## config.mk

```make
export PLATFORM = sky130hd
export DESIGN_NAME = alu_share_arbiter
export DESIGN_NICKNAME = d
export VERILOG_FILES = /design/src/rtl/alu_share_arbiter.sv
export SDC_FILE = /design/constraint.sdc
export NUM_CORES = 1
export LEC_CHECK = 0
export BUFFER_PORTS_ARGS = -buffer_cell sky130_fd_sc_hd__buf_2
export CAP_MARGIN = 15
export CORE_UTILIZATION = 42
export DETAILED_ROUTE_END_ITERATION = 10
export GPL_ROUTABILITY_DRIVEN = 0
export PLACE_DENSITY = 0.85
export SLEW_MARGIN = 10
export SYNTH_ARGS = -nofsm -noshare
export SYNTH_HDL_FRONTEND = slang
export SYNTH_SLANG_ARGS = --single-unit
export TNS_END_PERCENT = 10
```

## constraint.sdc

```tcl
create_clock -name clk -period 2.41 [get_ports clk]
set_clock_uncertainty 0.15 [all_clocks]
set_input_delay 0.3615 -clock clk [delete_from_list [all_inputs] [get_ports clk]]
set_output_delay 0.3615 -clock clk [all_outputs]
set_load 0.1 [all_outputs]
```

## src/rtl/alu_share_arbiter.sv

```systemverilog
// alu_share_arbiter: round-robin sharing of one combinational ALU among requesters
module alu_share_arbiter #(
  parameter int NUM_REQ = 4,
  parameter int WIDTH = 6,
  parameter int ALU_LAT = 1
) (
  input  logic                     clk,
  input  logic                     reset,
  input  logic [NUM_REQ-1:0]       req_valid,
  input  logic [NUM_REQ*WIDTH-1:0] req_a,
  input  logic [NUM_REQ*WIDTH-1:0] req_b,
  input  logic [NUM_REQ*2-1:0]     req_op,
  output logic [NUM_REQ-1:0]       req_ready,
  output logic [WIDTH-1:0]         a,
  output logic [WIDTH-1:0]         b,
  output logic [1:0]               op,
  input  logic [WIDTH-1:0]         result,
  input  logic                     gt_zero_flag,
  input  logic                     SF,
  input  logic                     CF,
  input  logic                     ZF,
  output logic [NUM_REQ-1:0]       rsp_valid,
  output logic [WIDTH-1:0]         rsp_result,
  output logic [3:0]               rsp_flags,
  output logic                     busy
);
  localparam int PW = $clog2(NUM_REQ);
  localparam int CW = ALU_LAT > 1 ? $clog2(ALU_LAT) : 1;
  typedef enum logic [1:0] {IDLE, EXEC, RESP} state_t;
  state_t state, state_nx;
  logic [PW-1:0] rr_ptr, gid, win, idx;
  logic [CW-1:0] cnt;
  logic found;
  // winner: first valid requester at or above rr_ptr, wrapping around
  always_comb begin
    win = '0;
    idx = '0;
    found = 1'b0;
    for (int k = NUM_REQ - 1; k >= 0; k--) begin
      idx = PW'((int'(rr_ptr) + k) % NUM_REQ);
      if (req_valid[idx]) begin
        win = idx;
        found = 1'b1;
      end
    end
  end
  // next state and strobes; grants only ever leave IDLE
  always_comb begin
    state_nx = state == IDLE ? (found ? EXEC : IDLE) :
               state == EXEC ? (cnt == '0 ? RESP : EXEC) : IDLE;
    req_ready = state == IDLE && found ? NUM_REQ'(1) << win : '0;
    rsp_valid = state == RESP ? NUM_REQ'(1) << gid : '0;
    busy = state != IDLE;
  end
  // state register
  always_ff @(posedge clk) state <= reset ? IDLE : state_nx;
  // operand latch on grant, countdown in EXEC, capture on the last EXEC cycle
  always_ff @(posedge clk) begin
    if (reset) begin
      a <= '0;
      b <= '0;
      op <= '0;
      rr_ptr <= '0;
      gid <= '0;
      cnt <= '0;
      rsp_result <= '0;
      rsp_flags <= '0;
    end else if (state == IDLE && found) begin
      a <= req_a[int'(win)*WIDTH +: WIDTH];
      b <= req_b[int'(win)*WIDTH +: WIDTH];
      op <= req_op[int'(win)*2 +: 2];
      gid <= win;
      rr_ptr <= PW'((int'(win) + 1) % NUM_REQ);
      cnt <= CW'(ALU_LAT - 1);
    end else if (state == EXEC) begin
      if (cnt == '0) begin
        rsp_result <= result;
        rsp_flags <= {gt_zero_flag, SF, CF, ZF};
      end else begin
        cnt <= cnt - 1'b1;
      end
    end
  end
endmodule

```

# Word level (Yosys, flattened, before mapping)
# Index checks and enable logic that the tools add are counted.
# Widths: inputs -> output; s select.
dict set report word_totals {
  in_bits 72
  reg_bits 31
  wordCells 56
}
dict set report op_classes {
  n_eq_ne 2
  add_sub_neg 5
  mul 1
  magnitude_cmp 4
  shifts 5
  n_reduce_logical 5
  bitwise 2
  muxes 23
}
# op n
set op_table {}
lappend op_table {{$shiftx 24x32->6} 1}
lappend op_table {{$shiftx 24x6->6} 1}
lappend op_table {{$mux 2} 7}
lappend op_table {{$lt 2x3->1 const B} 4}
lappend op_table {{$mux 1} 10}
lappend op_table {{$bmux 1 s2} 4}
lappend op_table {{$mux 4} 2}
lappend op_table {{$shiftx 8x4->2} 1}
lappend op_table {{$shl 1x2->4 const A} 2}
lappend op_table {{$add 2x1->2 const B} 2}
lappend op_table {{$add 2x2->2 const B} 2}
lappend op_table {{$mul 2x2->4 const B} 1}
lappend op_table {{$reduce_and 3->1} 1}
lappend op_table {{$eq 2x1->1 const B} 1}
lappend op_table {{$eq 2x2->1 const B} 1}
lappend op_table {{$logic_not 2->1} 1}
lappend op_table {{$not 1->1} 2}
lappend op_table {{$reduce_bool 2->1} 1}
lappend op_table {{$reduce_or 2->1} 1}
lappend op_table {{$logic_and 1x1->1} 1}
lappend op_table {{$sub 1x1->1 const B} 1}

# Logic depth before layout (Yosys ltp)
dict set report logic_depth {
  ltp_word 10
  ltp_mapped 7
  depth_no_buf 5
}

# Worst setup path before layout
# OpenSTA, ideal clock, no wires.
dict set report synth_timing {
  path_type {flip-flop to output port}
  from {register state[1]}
  to {output port rsp_valid[0]}
  slack_ns -1.591
  path_stages_with_launch 2
  path_buffers 0
  t_arrival_ns 3.490
  t_required_ns 1.899
  cell_sequence {dfxtp_1 -> nor4b_1}
}
dict set report synth_via {
  elab_chain_cells 2
}
# item line_no
set synth_rtl {}
lappend synth_rtl {{start: declaration} 30} ;# state_t state, state_nx;
lappend synth_rtl {{start signal: assignment} 56} ;# always_ff @(posedge clk) state <= reset ? IDLE : state_nx;
lappend synth_rtl {{$eq 2x2->1} 52} ;# rsp_valid = state == RESP ? NUM_REQ'(1) << gid : '0;
lappend synth_rtl {{$mux 4} 52}
lappend synth_rtl {{end: declaration} 22} ;# output logic [NUM_REQ-1:0] rsp_valid,
# No other way between the ends.

# Worst setup path in the final report
dict set report layout_timing {
  from {register rr_ptr[1]}
  to {output port req_ready[3]}
}
dict set report layout_via {
  elab_chain_cells 9
  word_cells_on_any_way 22
}
# item line_no
set layout_rtl {}
lappend layout_rtl {{start: declaration} 31} ;# logic [PW-1:0] rr_ptr, gid, win, idx;
lappend layout_rtl {{start signal: assignment} 73} ;# rr_ptr <= PW'((int'(win) + 1) % NUM_REQ);
lappend layout_rtl {{$add 2x2->2} 40} ;# idx = PW'((int'(rr_ptr) + k) % NUM_REQ);
lappend layout_rtl {{$bmux 1 s2} 41} ;# if (req_valid[idx]) begin
lappend layout_rtl {{$mux 1 (not written as such)} 41}
lappend layout_rtl {{$mux 2 / $mux 1 (equally long branches) (4 in a row)} 41}
lappend layout_rtl {{$shl 1x2->4 / $logic_and 1x1->1 (equally long branches)} 51} ;# req_ready = state == IDLE && found ? NUM_REQ'(1) << win : '0;
lappend layout_rtl {{$mux 4 *} 51}
lappend layout_rtl {{end: declaration} 13} ;# output logic [NUM_REQ-1:0] req_ready,
# Every way passes the cells marked *; elsewhere a longest branch is shown, timed or not. The select of a mux whose other input is x is not followed.

==> run_summary.xml <==
<?xml version="1.0" encoding="UTF-8"?>
<metrics>
  <group name="placement">
    <metric name="hpwlAfterDp" unit="um">3667</metric>
    <metric name="portBuffers" unit="">104</metric>
    <metric name="cells_after_dpl" unit="">337</metric>
    <metric name="pre_cts_slack" unit="ns">0.1462</metric>
    <metric name="placement.cell_area" unit="mm^2">0.002315</metric>
  </group>
  <group name="final_layout">
    <metric name="fill_cells" unit="">329</metric>
    <metric name="n_antenna_cell" unit="">0</metric>
    <metric name="share_of_post_route_cells_with_drive_strength_above_1" unit="%">49.16</metric>
    <metric name="post-route-cell-area" unit="mm^2">0.002426</metric>
    <metric name="synthToLayoutAreaGrowth" unit="%">46.67</metric>
    <metric name="fin_nets" unit="">368</metric>
    <metric name="stdcell_count" unit="">345</metric>
  </group>
  <group name="sta">
    <metric name="slew_worst_pin" unit="ns">0.9253</metric>
    <metric name="fin_tns_setup" unit="ns">0</metric>
    <metric name="setup_viol" unit="">0</metric>
    <metric name="period_needed" unit="ns">2.285</metric>
    <metric name="final_min_period_over_clock_period" unit="%">94.81</metric>
    <metric name="drv_slew" unit="">0</metric>
    <metric name="postLayoutSetupSlackWorst" unit="ns">0.1250</metric>
    <metric name="hold_violations" unit="">0</metric>
    <metric name="slew-limit-headroom" unit="%">38.08</metric>
    <metric name="rsz0062_at_grt" unit="">no</metric>
    <metric name="timing.fmax" unit="MHz">437.6</metric>
  </group>
  <group name="floorplan">
    <metric name="core_area" unit="mm^2">0.003716</metric>
    <metric name="io-pin-count" unit="">105</metric>
    <metric name="fp-row-count" unit="">22</metric>
    <metric name="start_util" unit="%">44.51</metric>
    <metric name="design.die.area" unit="mm^2">0.004193</metric>
    <metric name="die_height" unit="um">64.76</metric>
    <metric name="die-width" unit="um">64.76</metric>
  </group>
  <group name="logic_synthesis">
    <metric name="synthesis.area" unit="mm^2">0.001654</metric>
    <metric name="mappedNetlistNets" unit="">264</metric>
    <metric name="edff_count_synth" unit="">0</metric>
    <metric name="postSynthRegisterBits" unit="">30</metric>
    <metric name="post-synth-top-area-cell" unit="">sky130_fd_sc_hd__dfxtp_1</metric>
    <metric name="synth_area_leaders" unit="">sky130_fd_sc_hd__dfxtp_1, sky130_fd_sc_hd__a221o_1, sky130_fd_sc_hd__a21boi_0, sky130_fd_sc_hd__mux2_2, sky130_fd_sc_hd__nand2_1</metric>
    <metric name="syn_inst" unit="">192</metric>
    <metric name="synth_area_per_cell" unit="um^2">8.615</metric>
    <metric name="synthFlopType" unit="">sky130_fd_sc_hd__dfxtp_1</metric>
    <metric name="synth_top_area_share" unit="%">36.31</metric>
    <metric name="synth_async_sr_flop_share" unit="%">0</metric>
    <metric name="synth-seq-area-share" unit="%">36.31</metric>
    <metric name="synth.yosys.warnings" unit="">0</metric>
    <metric name="ys_types" unit="">36</metric>
  </group>
  <group name="clock_tree">
    <metric name="number_of_h_tree_levels" unit="">2</metric>
    <metric name="worstSkewPairLatency" unit="ns">0.27</metric>
    <metric name="cts_root_buffer" unit="">sky130_fd_sc_hd__clkbuf_8</metric>
    <metric name="cts_buffers" unit="">5</metric>
    <metric name="clock_tree.buffer_depth" unit="">2</metric>
    <metric name="register_clock_pin_slew_on_the_reported_worst_setup_and_hold_paths" unit="ns">0.06</metric>
    <metric name="clock_sink_count" unit="">30</metric>
    <metric name="tritoncts" unit="">yes</metric>
    <metric name="number_of_hold_buffers_added_after_cts" unit="">0</metric>
    <metric name="post-cts-setup-buffer-count" unit="">0</metric>
  </group>
  <group name="critical_path">
    <metric name="criticalPathCategory" unit="">reg -&gt; out</metric>
    <metric name="crit_path_max_fanout" unit="">7</metric>
    <metric name="critPathArrivalTime" unit="ns">1.77</metric>
    <metric name="start_kind" unit="">flop</metric>
    <metric name="end_kind" unit="">primary output</metric>
    <metric name="cp_data_required_time" unit="ns">1.90</metric>
  </group>
  <group name="grt">
    <metric name="grt_first_pass_wirelength" unit="um">7665</metric>
    <metric name="global_route.usage.total" unit="%">23.69</metric>
    <metric name="overflow" unit="">0</metric>
    <metric name="first_global_vias" unit="">1647</metric>
    <metric name="grt_start_max_net_pins" unit="">17</metric>
    <metric name="number_of_antenna_violations_at_the_first_check_in_global_routing" unit="">0</metric>
  </group>
  <group name="routing">
    <metric name="detailed_route_drc_error_count" unit="">0</metric>
    <metric name="drt_pass1_iterations" unit="">6</metric>
    <metric name="avgViaCountPerCell" unit="">5.461</metric>
    <metric name="routed-via-count" unit="">1884</metric>
    <metric name="antenna_violating_nets_post_route" unit="">0</metric>
    <metric name="detail_route.wirelength" unit="um">4854</metric>
    <metric name="drt-initial-drc-count" unit="">119</metric>
    <metric name="drt-wirelength-per-cell" unit="um">14.07</metric>
  </group>
  <group name="pwr">
    <metric name="power.ir.vdd_worst" unit="mV">0.4133</metric>
    <metric name="power.density" unit="mW/mm^2">842.2</metric>
    <metric name="static-leakage-power" unit="nW">1.134</metric>
    <metric name="report.power.total" unit="mW">2.043</metric>
  </group>
  <group name="run_status">
    <metric name="status" unit="">finished, final reports clean</metric>
  </group>
  <group name="job">
    <metric name="cap_viol_max_count" unit="">0</metric>
  </group>
  <group name="worst_hold_path">
    <metric name="worst_hold_path_type" unit="">in -&gt; reg</metric>
  </group>
</metrics>
-- kinds of logic (layout without fill, tap and decap cells) --
group | Yosys count | in the layout | share of synthesized area, %
flops | 30 | 30 | 36.31
buf+inv | 18 | 123 | 4.916
compound gates | 62 | 62 | 27.08
simple gates | 66 | 66 | 19.89
mux | 15 | 15 | 11.27
xor+xnor | 1 | 1 | 0.5296
-- critical path, stage by stage, from the launching register on --
cell                      delay [ns]
sky130_fd_sc_hd__dfxtp_4        0.40
sky130_fd_sc_hd__mux2i_4        0.27
sky130_fd_sc_hd__o22ai_4        0.10
sky130_fd_sc_hd__nor2_4         0.10
sky130_fd_sc_hd__buf_4          0.15
sky130_fd_sc_hd__nand2_1        0.11
sky130_fd_sc_hd__nor2_2         0.17
sky130_fd_sc_hd__buf_12         0.19
-- Yosys cell counts, types with 2 or more instances --
library cell,n
sky130_fd_sc_hd__nor2_1,8
sky130_fd_sc_hd__o21ai_0,14
sky130_fd_sc_hd__nand3_1,14
sky130_fd_sc_hd__a21oi_1,13
sky130_fd_sc_hd__mux2_2,9
sky130_fd_sc_hd__and2_1,3
sky130_fd_sc_hd__nor2b_1,2
sky130_fd_sc_hd__a21boi_0,14
sky130_fd_sc_hd__dfxtp_1,30
sky130_fd_sc_hd__nor3_1,2
sky130_fd_sc_hd__a221o_1,14
sky130_fd_sc_hd__nand2_1,26
sky130_fd_sc_hd__mux2_4,5
sky130_fd_sc_hd__nor4bb_1,2
sky130_fd_sc_hd__buf_2,2
sky130_fd_sc_hd__clkbuf_1,9
sky130_fd_sc_hd__nand2b_1,2
sky130_fd_sc_hd__a211oi_1,2
sky130_fd_sc_hd__inv_1,4
-- layer usage --
metal | vias to the layer above | global-route usage (%) | part of all wire (%)
li1 | 909 | - | -
met1 | 870 | 27.66 | 40
met2 | 91 | 41.15 | 52
met3 | 14 | 6.338 | 6.4
met4 | 0 | 8.333 | 2.1
met5 | - | 0 | 0
-- cells in the final DEF, fill, tap and decap left out, types with 3 or more instances in the layout --
cell and instances:
sky130_fd_sc_hd__mux2_4 5, sky130_fd_sc_hd__nand2_1 26, sky130_fd_sc_hd__nand3_1 14, sky130_fd_sc_hd__clkbuf_8 6, sky130_fd_sc_hd__buf_4 7, sky130_fd_sc_hd__buf_12 4, sky130_fd_sc_hd__mux2_2 9, sky130_fd_sc_hd__nor2_2 3
sky130_fd_sc_hd__buf_2 100, sky130_fd_sc_hd__a21oi_1 13, sky130_fd_sc_hd__a21boi_0 14, sky130_fd_sc_hd__o21ai_0 14, sky130_fd_sc_hd__and2_1 3, sky130_fd_sc_hd__nor2_1 6, sky130_fd_sc_hd__inv_1 4, sky130_fd_sc_hd__dfxtp_1 29
sky130_fd_sc_hd__a221o_1 14
-- cell type report --
type	count	area (um^2)	share of cell area, %
Clock inverter	1	5.005	0.2063
Tap cell	48	60.06	2.475
Sequential cell	30	604.3	24.91
Inverter	4	15.01	0.6189
Clock buffer	7	86.33	3.559
Multi-Input combinational cell	144	1022	42.14
Timing Repair Buffer	111	633.1	26.10
-- state kept, by name (all words and copies together), names as in the netlist --
| signal | flops |
|---|---|
| rsp_result | 6 |
| b | 6 |
| rsp_flags | 4 |
| a | 6 |
| state | 2 |
| op | 2 |
| rr_ptr | 2 |
| gid | 2 |
-- stage by stage --
stage	hold WS [ns]	utilization, %
after floorplan	0.3371	-
after global placement	0.2891	62.29
after detailed placement	0.2952	62.29
after CTS	0.1742	64.88
after global routing	0.1779	65.29
final	0.1808	65.29
-- power by group --
part | total, mW | switching [mW] | internal, mW
clock | 0.406 | 0.176 | 0.230
combinational | 1.02 | 0.727 | 0.290
sequential | 0.620 | 0.0553 | 0.565
-- timing repair --
action / 4_1_cts / 5_1_grt
endpoints found under the setup margin: 2 / 2
gates resized for setup: 2 / 3
gates cloned: 0 / 0
pin swaps: 0 / 0
-- worst paths after layout --
kind,startpoint,end,slack [ns],cells past startpoint
hold / removal,ZF,rsp_flags[0],0.18,3
setup / recovery,rr_ptr[1],req_ready[3],0.13,7
setup reg to reg,state[0],b[5],0.23,5
hold reg to reg,rsp_result[4],rsp_result[4],0.30,2
No activity file was read; power rests on OpenSTA's default activity.
